===== config.mk =====
export PLATFORM = sky130hd
export DESIGN_NAME = pipeexe_mdu_flat
export DESIGN_NICKNAME = d
export VERILOG_FILES = /design/src/rtl/pipeexe_mdu_if.sv /design/src/rtl/pipeexe_mdu.sv /design/src/flat_wrapper.sv
export SDC_FILE = /design/constraint.sdc
export NUM_CORES = 1
export LEC_CHECK = 0
export ABC_AREA = 1
export CAP_MARGIN = 5
export CELL_PAD_IN_SITES_DETAIL_PLACEMENT = 0
export CELL_PAD_IN_SITES_GLOBAL_PLACEMENT = 1
export CORE_MARGIN = 1.5
export CORE_UTILIZATION = 44
export DETAILED_ROUTE_END_ITERATION = 6
export PLACE_DENSITY = 0.95
export SLEW_MARGIN = 20
export SYNTH_ARGS = -nofsm -noshare
export SYNTH_HDL_FRONTEND = slang
export SYNTH_SLANG_ARGS = --single-unit

===== constraint.sdc =====
create_clock -name clock -period 10.08 [get_ports clock]
set_input_delay 2.016 -clock clock [delete_from_list [all_inputs] [get_ports clock]]
set_output_delay 2.016 -clock clock [all_outputs]
set_load 0.05 [all_outputs]

===== src/rtl/pipeexe_mdu_if.sv =====
// Execute-stage bundle between ID/EXE, EXE/MEM and the hazard unit.
// master drives the decoded instruction; slave is the execute stage.
interface pipeexe_mdu_if #(
    parameter int WIDTH = 32,
    parameter int RN_W  = 5
);
    logic [3:0]       ealuc;
    logic             ealuimm;
    logic             eshift;
    logic             ejal;
    logic [WIDTH-1:0] ea;
    logic [WIDTH-1:0] eb;
    logic [WIDTH-1:0] eimm;
    logic [WIDTH-1:0] epc4;
    logic [RN_W-1:0]  ern0;
    logic [1:0]       emdop;
    logic [RN_W-1:0]  ern;
    logic [WIDTH-1:0] ealu;
    logic             estall;
    logic             emd_valid;

    modport master (
        output ealuc, ealuimm, eshift, ejal,
        output ea, eb, eimm, epc4, ern0, emdop,
        input  ern, ealu, estall, emd_valid
    );

    modport slave (
        input  ealuc, ealuimm, eshift, ejal,
        input  ea, eb, eimm, epc4, ern0, emdop,
        output ern, ealu, estall, emd_valid
    );
endinterface


===== src/rtl/pipeexe_mdu.sv =====
// Execute stage: combinational ALU / jal link plus iterative mul/div.
// Define PIPEEXE_SIGNED_MD_EN for two's-complement mul/div operands.
module pipeexe_mdu #(
    parameter int WIDTH       = 32,
    parameter int RN_W        = 5,
    parameter int LINK_OFFSET = 4
) (
    input  logic          clock,
    input  logic          reset,
    pipeexe_mdu_if.slave  bus
);
    localparam int SW = $clog2(WIDTH);
    localparam int CW = $clog2(WIDTH + 1);

    typedef enum logic [1:0] {
        S_IDLE = 2'd0,
        S_BUSY = 2'd1,
        S_DONE = 2'd2
    } state_t;

    state_t           state_q, state_d;
    logic [CW-1:0]    cnt_q, cnt_d;
    logic [1:0]       op_q, op_d;
    logic [WIDTH-1:0] x_q, x_d;
    logic [WIDTH-1:0] y_q, y_d;
    logic [WIDTH-1:0] r_q, r_d;
    logic             dz_q, dz_d;

    logic [WIDTH-1:0] opa, opb, ma, mb;
    logic [SW-1:0]    shamt;
    logic [WIDTH-1:0] alu_res, link, raw, md_res;
    logic [WIDTH:0]   tmp, dif;
    logic             neg;

    assign opa   = bus.eshift  ? bus.eimm : bus.ea;
    assign opb   = bus.ealuimm ? bus.eimm : bus.eb;
    assign shamt = opa[SW-1:0];
    assign link  = bus.epc4 + WIDTH'(LINK_OFFSET);

`ifdef PIPEEXE_SIGNED_MD_EN
    logic sa_q, sa_d, sb_q, sb_d;

    assign ma  = opa[WIDTH-1] ? -opa : opa;
    assign mb  = opb[WIDTH-1] ? -opb : opb;
    assign neg = !dz_q && ((op_q == 2'b11) ? sa_q : (sa_q ^ sb_q));
`else
    assign ma  = opa;
    assign mb  = opb;
    assign neg = 1'b0;
`endif

    assign raw    = (op_q == 2'b10) ? x_q : r_q;
    assign md_res = neg ? -raw : raw;

    // Combinational ALU selected by ealuc
    always_comb begin
        alu_res = '0;
        case (bus.ealuc[2:0])
            3'b000: alu_res = opa + opb;
            3'b100: alu_res = opa - opb;
            3'b001: alu_res = opa & opb;
            3'b101: alu_res = opa | opb;
            3'b010: alu_res = opa ^ opb;
            3'b110: alu_res = opb << 16;
            3'b011: alu_res = opb << shamt;
            3'b111: begin
                if (bus.ealuc[3])
                    alu_res = WIDTH'($signed(opb) >>> shamt);
                else
                    alu_res = opb >> shamt;
            end
            default: alu_res = '0;
        endcase
    end

    // MDU next state, datapath step and stage outputs
    always_comb begin
        state_d       = state_q;
        cnt_d         = cnt_q;
        op_d          = op_q;
        x_d           = x_q;
        y_d           = y_q;
        r_d           = r_q;
        dz_d          = dz_q;
`ifdef PIPEEXE_SIGNED_MD_EN
        sa_d          = sa_q;
        sb_d          = sb_q;
`endif
        tmp           = {r_q, x_q[WIDTH-1]};
        dif           = tmp - {1'b0, y_q};
        bus.estall    = 1'b0;
        bus.emd_valid = 1'b0;

        case (state_q)
            S_IDLE: begin
                if (bus.emdop != 2'b00) begin
                    bus.estall = 1'b1;
                    op_d       = bus.emdop;
`ifdef PIPEEXE_SIGNED_MD_EN
                    sa_d       = opa[WIDTH-1];
                    sb_d       = opb[WIDTH-1];
`endif
                    if (bus.emdop[1] && (opb == '0)) begin
                        // Divide by zero: fixed result, no iteration
                        dz_d    = 1'b1;
                        x_d     = '1;
                        y_d     = '0;
                        r_d     = opa;
                        cnt_d   = '0;
                        state_d = S_DONE;
                    end else begin
                        dz_d    = 1'b0;
                        x_d     = ma;
                        y_d     = mb;
                        r_d     = '0;
                        cnt_d   = CW'(WIDTH);
                        state_d = S_BUSY;
                    end
                end
            end
            S_BUSY: begin
                bus.estall = 1'b1;
                cnt_d      = cnt_q - CW'(1);
                if (!op_q[1]) begin
                    if (y_q[0])
                        r_d = r_q + x_q;
                    x_d = x_q << 1;
                    y_d = y_q >> 1;
                end else begin
                    if (tmp >= {1'b0, y_q}) begin
                        r_d = dif[WIDTH-1:0];
                        x_d = {x_q[WIDTH-2:0], 1'b1};
                    end else begin
                        r_d = tmp[WIDTH-1:0];
                        x_d = {x_q[WIDTH-2:0], 1'b0};
                    end
                end
                if (cnt_q == CW'(1))
                    state_d = S_DONE;
            end
            S_DONE: begin
                bus.emd_valid = 1'b1;
                state_d       = S_IDLE;
            end
            default: state_d = S_IDLE;
        endcase
    end

    // MDU state registers with synchronous reset
    always_ff @(posedge clock) begin
        if (reset) begin
            state_q <= S_IDLE;
            cnt_q   <= '0;
            op_q    <= '0;
            x_q     <= '0;
            y_q     <= '0;
            r_q     <= '0;
            dz_q    <= 1'b0;
`ifdef PIPEEXE_SIGNED_MD_EN
            sa_q    <= 1'b0;
            sb_q    <= 1'b0;
`endif
        end else begin
            state_q <= state_d;
            cnt_q   <= cnt_d;
            op_q    <= op_d;
            x_q     <= x_d;
            y_q     <= y_d;
            r_q     <= r_d;
            dz_q    <= dz_d;
`ifdef PIPEEXE_SIGNED_MD_EN
            sa_q    <= sa_d;
            sb_q    <= sb_d;
`endif
        end
    end

    // Result select: link beats a finished mul/div, which beats the ALU
    always_comb begin
        bus.ern = bus.ejal ? {RN_W{1'b1}} : bus.ern0;
        if (bus.ejal)
            bus.ealu = link;
        else if (state_q == S_DONE)
            bus.ealu = md_res;
        else
            bus.ealu = alu_res;
    end
endmodule


===== src/flat_wrapper.sv =====
// flat-port wrapper written by rule: the top's interface ports become plain ports
module pipeexe_mdu_flat 
#(
    parameter int WIDTH       = 32,
    parameter int RN_W        = 5,
    parameter int LINK_OFFSET = 4
)
  (clock, reset, bus_ealuc, bus_ealuimm, bus_eshift, bus_ejal, bus_ea, bus_eb, bus_eimm, bus_epc4, bus_ern0, bus_emdop, bus_ern, bus_ealu, bus_estall, bus_emd_valid);
  pipeexe_mdu_if #(.WIDTH(WIDTH), .RN_W(RN_W)) bus_i ();
  input  logic clock;
  input  logic reset;
  input wire logic [$bits(bus_i.ealuc)-1:0] bus_ealuc;
  input wire logic [$bits(bus_i.ealuimm)-1:0] bus_ealuimm;
  input wire logic [$bits(bus_i.eshift)-1:0] bus_eshift;
  input wire logic [$bits(bus_i.ejal)-1:0] bus_ejal;
  input wire logic [$bits(bus_i.ea)-1:0] bus_ea;
  input wire logic [$bits(bus_i.eb)-1:0] bus_eb;
  input wire logic [$bits(bus_i.eimm)-1:0] bus_eimm;
  input wire logic [$bits(bus_i.epc4)-1:0] bus_epc4;
  input wire logic [$bits(bus_i.ern0)-1:0] bus_ern0;
  input wire logic [$bits(bus_i.emdop)-1:0] bus_emdop;
  output wire logic [$bits(bus_i.ern)-1:0] bus_ern;
  output wire logic [$bits(bus_i.ealu)-1:0] bus_ealu;
  output wire logic [$bits(bus_i.estall)-1:0] bus_estall;
  output wire logic [$bits(bus_i.emd_valid)-1:0] bus_emd_valid;
  assign bus_i.ealuc = bus_ealuc;
  assign bus_i.ealuimm = bus_ealuimm;
  assign bus_i.eshift = bus_eshift;
  assign bus_i.ejal = bus_ejal;
  assign bus_i.ea = bus_ea;
  assign bus_i.eb = bus_eb;
  assign bus_i.eimm = bus_eimm;
  assign bus_i.epc4 = bus_epc4;
  assign bus_i.ern0 = bus_ern0;
  assign bus_i.emdop = bus_emdop;
  assign bus_ern = bus_i.ern;
  assign bus_ealu = bus_i.ealu;
  assign bus_estall = bus_i.estall;
  assign bus_emd_valid = bus_i.emd_valid;
  pipeexe_mdu #(.WIDTH(WIDTH), .RN_W(RN_W), .LINK_OFFSET(LINK_OFFSET)) u_core (.clock(clock), .reset(reset), .bus(bus_i));
endmodule

==> impl_metrics.json, run 1 <==
{
  "firstDrtPassIters": 6,
  "postCtsHoldBufs": 0,
  "critical_path_required_ns": 8.06,
  "cts_resized": 0,
  "finalSetupViolCount": 0,
  "async_flop_share": 0,
  "final_common_cell": "nand2_1",
  "worstHoldPathType": "register to register",
  "grt-ovfl-total": 0,
  "seq_area_frac_synth": 0.104,
  "antenna_left": 0,
  "clk_path_buf_depth": 2,
  "io_buffers": 182,
  "antenna_found_initial": 3,
  "dpl.hpwl_um": 84200,
  "drc": 0,
  "synth_fp_nets": 4030,
  "grt_pass1_wl_um": 153000,
  "multi_input_area_um2": 16100,
  "cp_slowest_cell": "clkdlybuf4s50_1",
  "rr_worst_depth": 11,
  "synth_edf_count": 0,
  "yosysWarnings": 0,
  "rows": 78,
  "grt_setup_unrepaired": "no",
  "clock.fmax_mhz": 109,
  "critPathCaptureType": "output pin",
  "clkTransAtPathRegs_ns": 0.09,
  "cts_root_buf": "clkbuf_16",
  "slowest_delay_ns": 0.75,
  "dp_cells": 4374,
  "via_per_inst": 6.04,
  "layout_common_cells": "1037 x nand2_1, 417 x nand3_1, 359 x inv_1, 330 x nor2_1, 306 x a21oi_1",
  "area_growth_pct": 12.5,
  "routed_wl_um": 106000,
  "grt_pass1_vias": 23352,
  "clk_latency_ns": 0.37,
  "syn_inst": 3721,
  "register_area_um2": 2120,
  "finalClockSkew_ns": 0.0160,
  "fin_crit_sh": 0.909,
  "synth_seq_cells": 106,
  "die_height_um": 219,
  "post_dp_cell_area_um2": 22700,
  "cts_tree": "built",
  "fin_cells": 4392,
  "drive_gt1_frac": 0.0659,
  "status": "complete, no violations",
  "fin_crit_ns": 9.16,
  "die_w_um": 219,
  "gp_congestion": 1.06,
  "startpoint_type": "input port",
  "maxCapViolations": 0,
  "fin_nets": 4095,
  "cts_max_level": 3,
  "critPathKind": "input port to output pin",
  "cpMostUsedCell": "nand2_1",
  "final_hold_viol_count": 0,
  "grt_max_degree": 97,
  "core_area_um2": 45600,
  "fin_tns_setup_ns": 0,
  "slew_violations": 0,
  "p_leak_nw": 11.0,
  "power.density_nw_per_um2": 159,
  "synth_area_um2": 20500,
  "tightest_slew_ns": 1.03,
  "syn_avg_cell_area_um2": 5.50,
  "synthFlopType": "dfxtp_1",
  "stdcell_area_um2": 23000,
  "grt_use_total": 0.430,
  "initial_core_util": 0.449,
  "fillCellCount": 5033,
  "cts_setup_buffers": 0,
  "cts_made_buffers": 9,
  "slew_headroom": 0.305,
  "cts_sinks": 106,
  "hold_path_depth": 2,
  "synthDistinctLibCells": 61,
  "worstPathArrival_ns": 7.15,
  "die-area_um2": 47800,
  "vias": 26531,
  "critPathMaxFanout": 32,
  "first_iter_violations": 4263,
  "hold_ws_ns": 0.485,
  "peakVddDrop_mv": 0.115,
  "ios": 183,
  "wl_per_cell_um": 24.0
}
==> final cells by class <==
class / instances / share of cell area
inverters: 388 / 0.0635
flip-flops and latches: 106 / 0.0922
multi-input cells: 3054 / 0.700
well taps: 600 / 0.0326
diodes: 1 / 0.000109
repair buffers: 227 / 0.0986
clock inverters: 7 / 0.00294
clock buffers: 9 / 0.00979
==> through the flow <==
stage               power [W]   util  setup slack, ns
finish                0.00366  0.505            0.918
global route          0.00391  0.505            0.529
detailed placement    0.00318  0.498             1.03
floorplan             0.00234      -             2.21
CTS                   0.00356  0.504             1.01
global placement      0.00319  0.498             1.01
==> Yosys cell counts (7+ instances only) <==
master	n	area [um^2]
a211oi_1	7	52.6
a21o_1	13	97.6
a21oi_1	306	1530
a21oi_2	27	236
a221oi_1	10	87.6
a22oi_1	7	52.6
a31oi_1	9	56.3
buf_1	12	45.0
buf_2	45	225
buf_6	9	101
clkbuf_1	105	394
dfxtp_1	106	2120
ha_1	162	2030
inv_1	360	1350
inv_2	23	86.3
nand2_1	1037	3890
nand2_2	29	181
nand2_4	10	113
nand3_1	417	2090
nand3b_1	8	60.1
nand4_1	69	432
nor2_1	334	1250
nor2_2	11	68.8
nor2_4	7	78.8
nor3_1	28	140
nor4_1	11	68.8
o211ai_1	23	173
o21ai_0	279	1400
o21ai_1	16	80.1
o21bai_1	19	143
o22ai_1	30	188
or2_2	40	250
xnor2_1	29	254
xor2_1	67	587
==> kinds of logic (layout without fill, tap and decap cells) <==
kind of cell    count (synthesis)  in the layout  share of synthesized area
simple gates                 2017           2017                      0.429
buf+inv                       561            631                      0.111
fa+ha+maj                     165            165                      0.102
compound gates                776            776                      0.213
flops                         106            106                      0.104
other cells                     0              1                          0
xor+xnor                       96             96                     0.0411
==> registers in the layout (all words and copies together) (netlist names) <==
signal and flops:
u_core.y_q 32, u_core.op_q 2, u_core.r_q 32, u_core.cnt_q 6
u_core.state_q 2, u_core.x_q 32
==> metal layers <==
metal  GRT usage  wire, um  vias to the layer above  part of all wire
li1            -         -                    12512                 -
met1       0.624     46100                    12161              0.44
met5           0         8                        -          0.000076
met4       0.123      3530                        2             0.033
met2       0.613     41800                     1683              0.40
met3       0.113     14100                      173              0.13
==> worst paths after layout <==
path	from	to	slack [ns]
worst max-delay path	bus_ealuimm	bus_ealu[27]	0.92
worst min-delay path	u_core.cnt_q[1]	u_core.cnt_q[1]	0.48
worst max register to register	u_core.r_q[21]	u_core.r_q[15]	6.16
worst min register to register	u_core.cnt_q[1]	u_core.cnt_q[1]	0.48
==> report_power, final <==
| part | internal [W] | total (W) | switching, W | leakage [nW] |
|---|---|---|---|---|
| clock network | 0.000175 | 0.000373 | 0.000198 | 0.145 |
| logic | 0.000820 | 0.00267 | 0.00185 | 10.0 |
| registers | 0.000500 | 0.000619 | 0.000118 | 0.878 |
==> worst max-delay path, delay by kind of cell <==
kind,cells,cell delay [ns]
AND/OR/NAND/NOR,21,2.67
AO/OA/AOI/OAI,2,0.41
adder cells (fa/ha/maj),1,0.45
buffers and inverters,5,1.47
XOR/XNOR,1,0.11
Note: power is estimated with default switching activity, not from simulation.
==> inputs of run 2 (changes only) <==
--- a/config.mk
+++ b/config.mk
@@ -10,9 +10,10 @@
 export CELL_PAD_IN_SITES_DETAIL_PLACEMENT = 0
 export CELL_PAD_IN_SITES_GLOBAL_PLACEMENT = 1
 export CORE_MARGIN = 1.5
-export CORE_UTILIZATION = 44
+export CORE_UTILIZATION = 45
+export CTS_BUF_LIST = sky130_fd_sc_hd__clkbuf_8
 export DETAILED_ROUTE_END_ITERATION = 6
-export PLACE_DENSITY = 0.95
+export PLACE_DENSITY = 0.91
 export SLEW_MARGIN = 20
 export SYNTH_ARGS = -nofsm -noshare
 export SYNTH_HDL_FRONTEND = slang
==> impl_metrics.json, run 2 (synthesized netlist as in run 1, its figures left out) <==
{
  "status": "complete, no violations",
  "drive_gt1_frac": 0.0657,
  "fillCellCount": 4936,
  "final_common_cell": "nand2_1",
  "grt-ovfl-total": 0,
  "first_iter_violations": 4316,
  "pwr-share-seq": 0.174,
  "pre_cts_ws_ns": 1.03,
  "fin_crit_sh": 0.913,
  "fin_ws_ns": 0.877,
  "worstHoldPathType": "register to register",
  "ios": 183,
  "dp_cells": 4366,
  "top_regs": "u_core.r_q: 32 flops, u_core.x_q: 32 flops, u_core.y_q: 32 flops",
  "wl_met3_um": 15300,
  "postCtsHoldBufs": 0,
  "vias": 26592,
  "slowest_delay_ns": 0.67,
  "startpoint_type": "input port",
  "post_dp_cell_area_um2": 22700,
  "power.density_nw_per_um2": 156,
  "switching_share": 0.603,
  "final_hold_viol_count": 0,
  "clkTransAtPathRegs_ns": 0.13,
  "rr_worst_depth": 11,
  "slew_violations": 0,
  "via_per_inst": 6.06,
  "die_height_um": 216,
  "cpMostUsedCell": "nand2_1",
  "grt_setup_unrepaired": "no",
  "fin_nets": 4094,
  "wl_met2_um": 39900,
  "cp_slowest_cell": "clkdlybuf4s50_1",
  "clk_path_buf_depth": 2,
  "finalSetupViolCount": 0,
  "die-area_um2": 46700,
  "cts_sinks": 106,
  "antenna_left": 0,
  "p_sw_w": 0.00215,
  "cts_made_buffers": 9,
  "critPathCaptureType": "output pin",
  "stdcell_area_um2": 22900,
  "critical_path_required_ns": 8.06,
  "cts_setup_buffers": 0,
  "antenna_found_initial": 6,
  "grt_pass1_vias": 23762,
  "cts_root_buf": "clkbuf_8",
  "drt-met1-wl_um": 44600,
  "maxCapViolations": 0,
  "wl_per_cell_um": 23.8,
  "finalPower_w": 0.00357,
  "clock.fmax_mhz": 109,
  "die_w_um": 216,
  "slew_headroom": 0.214,
  "layout_common_cells": "1037 x nand2_1, 416 x nand3_1, 359 x inv_1, 330 x nor2_1, 306 x a21oi_1",
  "io_buffers": 182,
  "routed_wl_um": 105000,
  "firstDrtPassIters": 7,
  "p_leak_nw": 11.0,
  "cts_max_level": 3,
  "rows": 77,
  "fin_crit_ns": 9.20,
  "fin_cells": 4385,
  "finalClockSkew_ns": 0.0259,
  "critPathKind": "input port to output pin",
  "worstPathArrival_ns": 7.19,
  "critPathMaxFanout": 32,
  "area_growth_pct": 12.0,
  "tightest_slew_ns": 1.17,
  "fin_tns_setup_ns": 0,
  "grt_use_total": 0.434,
  "core_area_um2": 44500,
  "grt_pass1_wl_um": 153000,
  "gp_congestion": 1.06,
  "peakVddDrop_mv": 0.0937,
  "clk_latency_ns": 0.42,
  "p_clk_frac": 0.082,
  "routed.top_layer": "met5",
  "drc": 0,
  "cts_tree": "built",
  "hold_path_depth": 2,
  "internal_power_w": 0.00142,
  "grt_max_degree": 91,
  "cts_resized": 0,
  "initial_core_util": 0.460,
  "power_frac_comb": 0.744,
  "dpl.hpwl_um": 83000
}
[run 2: path summary, 6_finish.rpt]
path                                startpoint             end  slack [ns]
worst max-delay path               bus_ealuimm    bus_ealu[28]        0.88
worst min register to register  u_core.y_q[31]  u_core.y_q[31]        0.48
worst max register to register  u_core.r_q[21]  u_core.r_q[29]        6.22
worst min-delay path            u_core.y_q[31]  u_core.y_q[31]        0.48
[run 2: layer usage]
metal	up-vias	track usage
met3	255	0.138
li1	12499	-
met4	6	0.153
met1	12103	0.620
met2	1729	0.601
met5	-	0
[run 2: worst max-delay path, delay by kind of cell]
family / cells / cell delay (ns)
XOR/XNOR: 1 / 0.25
AND/OR/NAND/NOR: 21 / 2.46
AO/OA/AOI/OAI: 3 / 0.67
adder cells (fa/ha/maj): 2 / 0.51
buffers and inverters: 6 / 1.24
[run 2: area by class of cell]
type | count | area, um^2 | share of cell area
diodes | 3 | 7.51 | 0.000328
clock buffers | 9 | 124 | 0.00541
clock inverters | 7 | 88.8 | 0.00388
inverters | 388 | 1460 | 0.0638
multi-input cells | 3054 | 16100 | 0.704
flip-flops and latches | 106 | 2120 | 0.0927
well taps | 592 | 741 | 0.0323
repair buffers | 226 | 2240 | 0.0979
[run 2: through the flow]
| stage | hold WS (ns) | utilization |
|---|---|---|
| 2_1_floorplan | 0.440 | - |
| 3_3_place_gp | 0.452 | 0.509 |
| 3_5_place_dp | 0.456 | 0.509 |
| 4_1_cts | 0.476 | 0.514 |
| 5_1_grt | 0.520 | 0.514 |
| 6_report | 0.482 | 0.515 |
[run 2: power groups by stage]
stage	Clock [W]	Combinational, W	Sequential, W
finish	0.000294	0.00266	0.000621
global route	0.000308	0.00289	0.000626
CTS	0.000296	0.00256	0.000609
detailed placement	0	0.00254	0.000619
global placement	0	0.00255	0.000619
floorplan	0	0.00177	0.000566
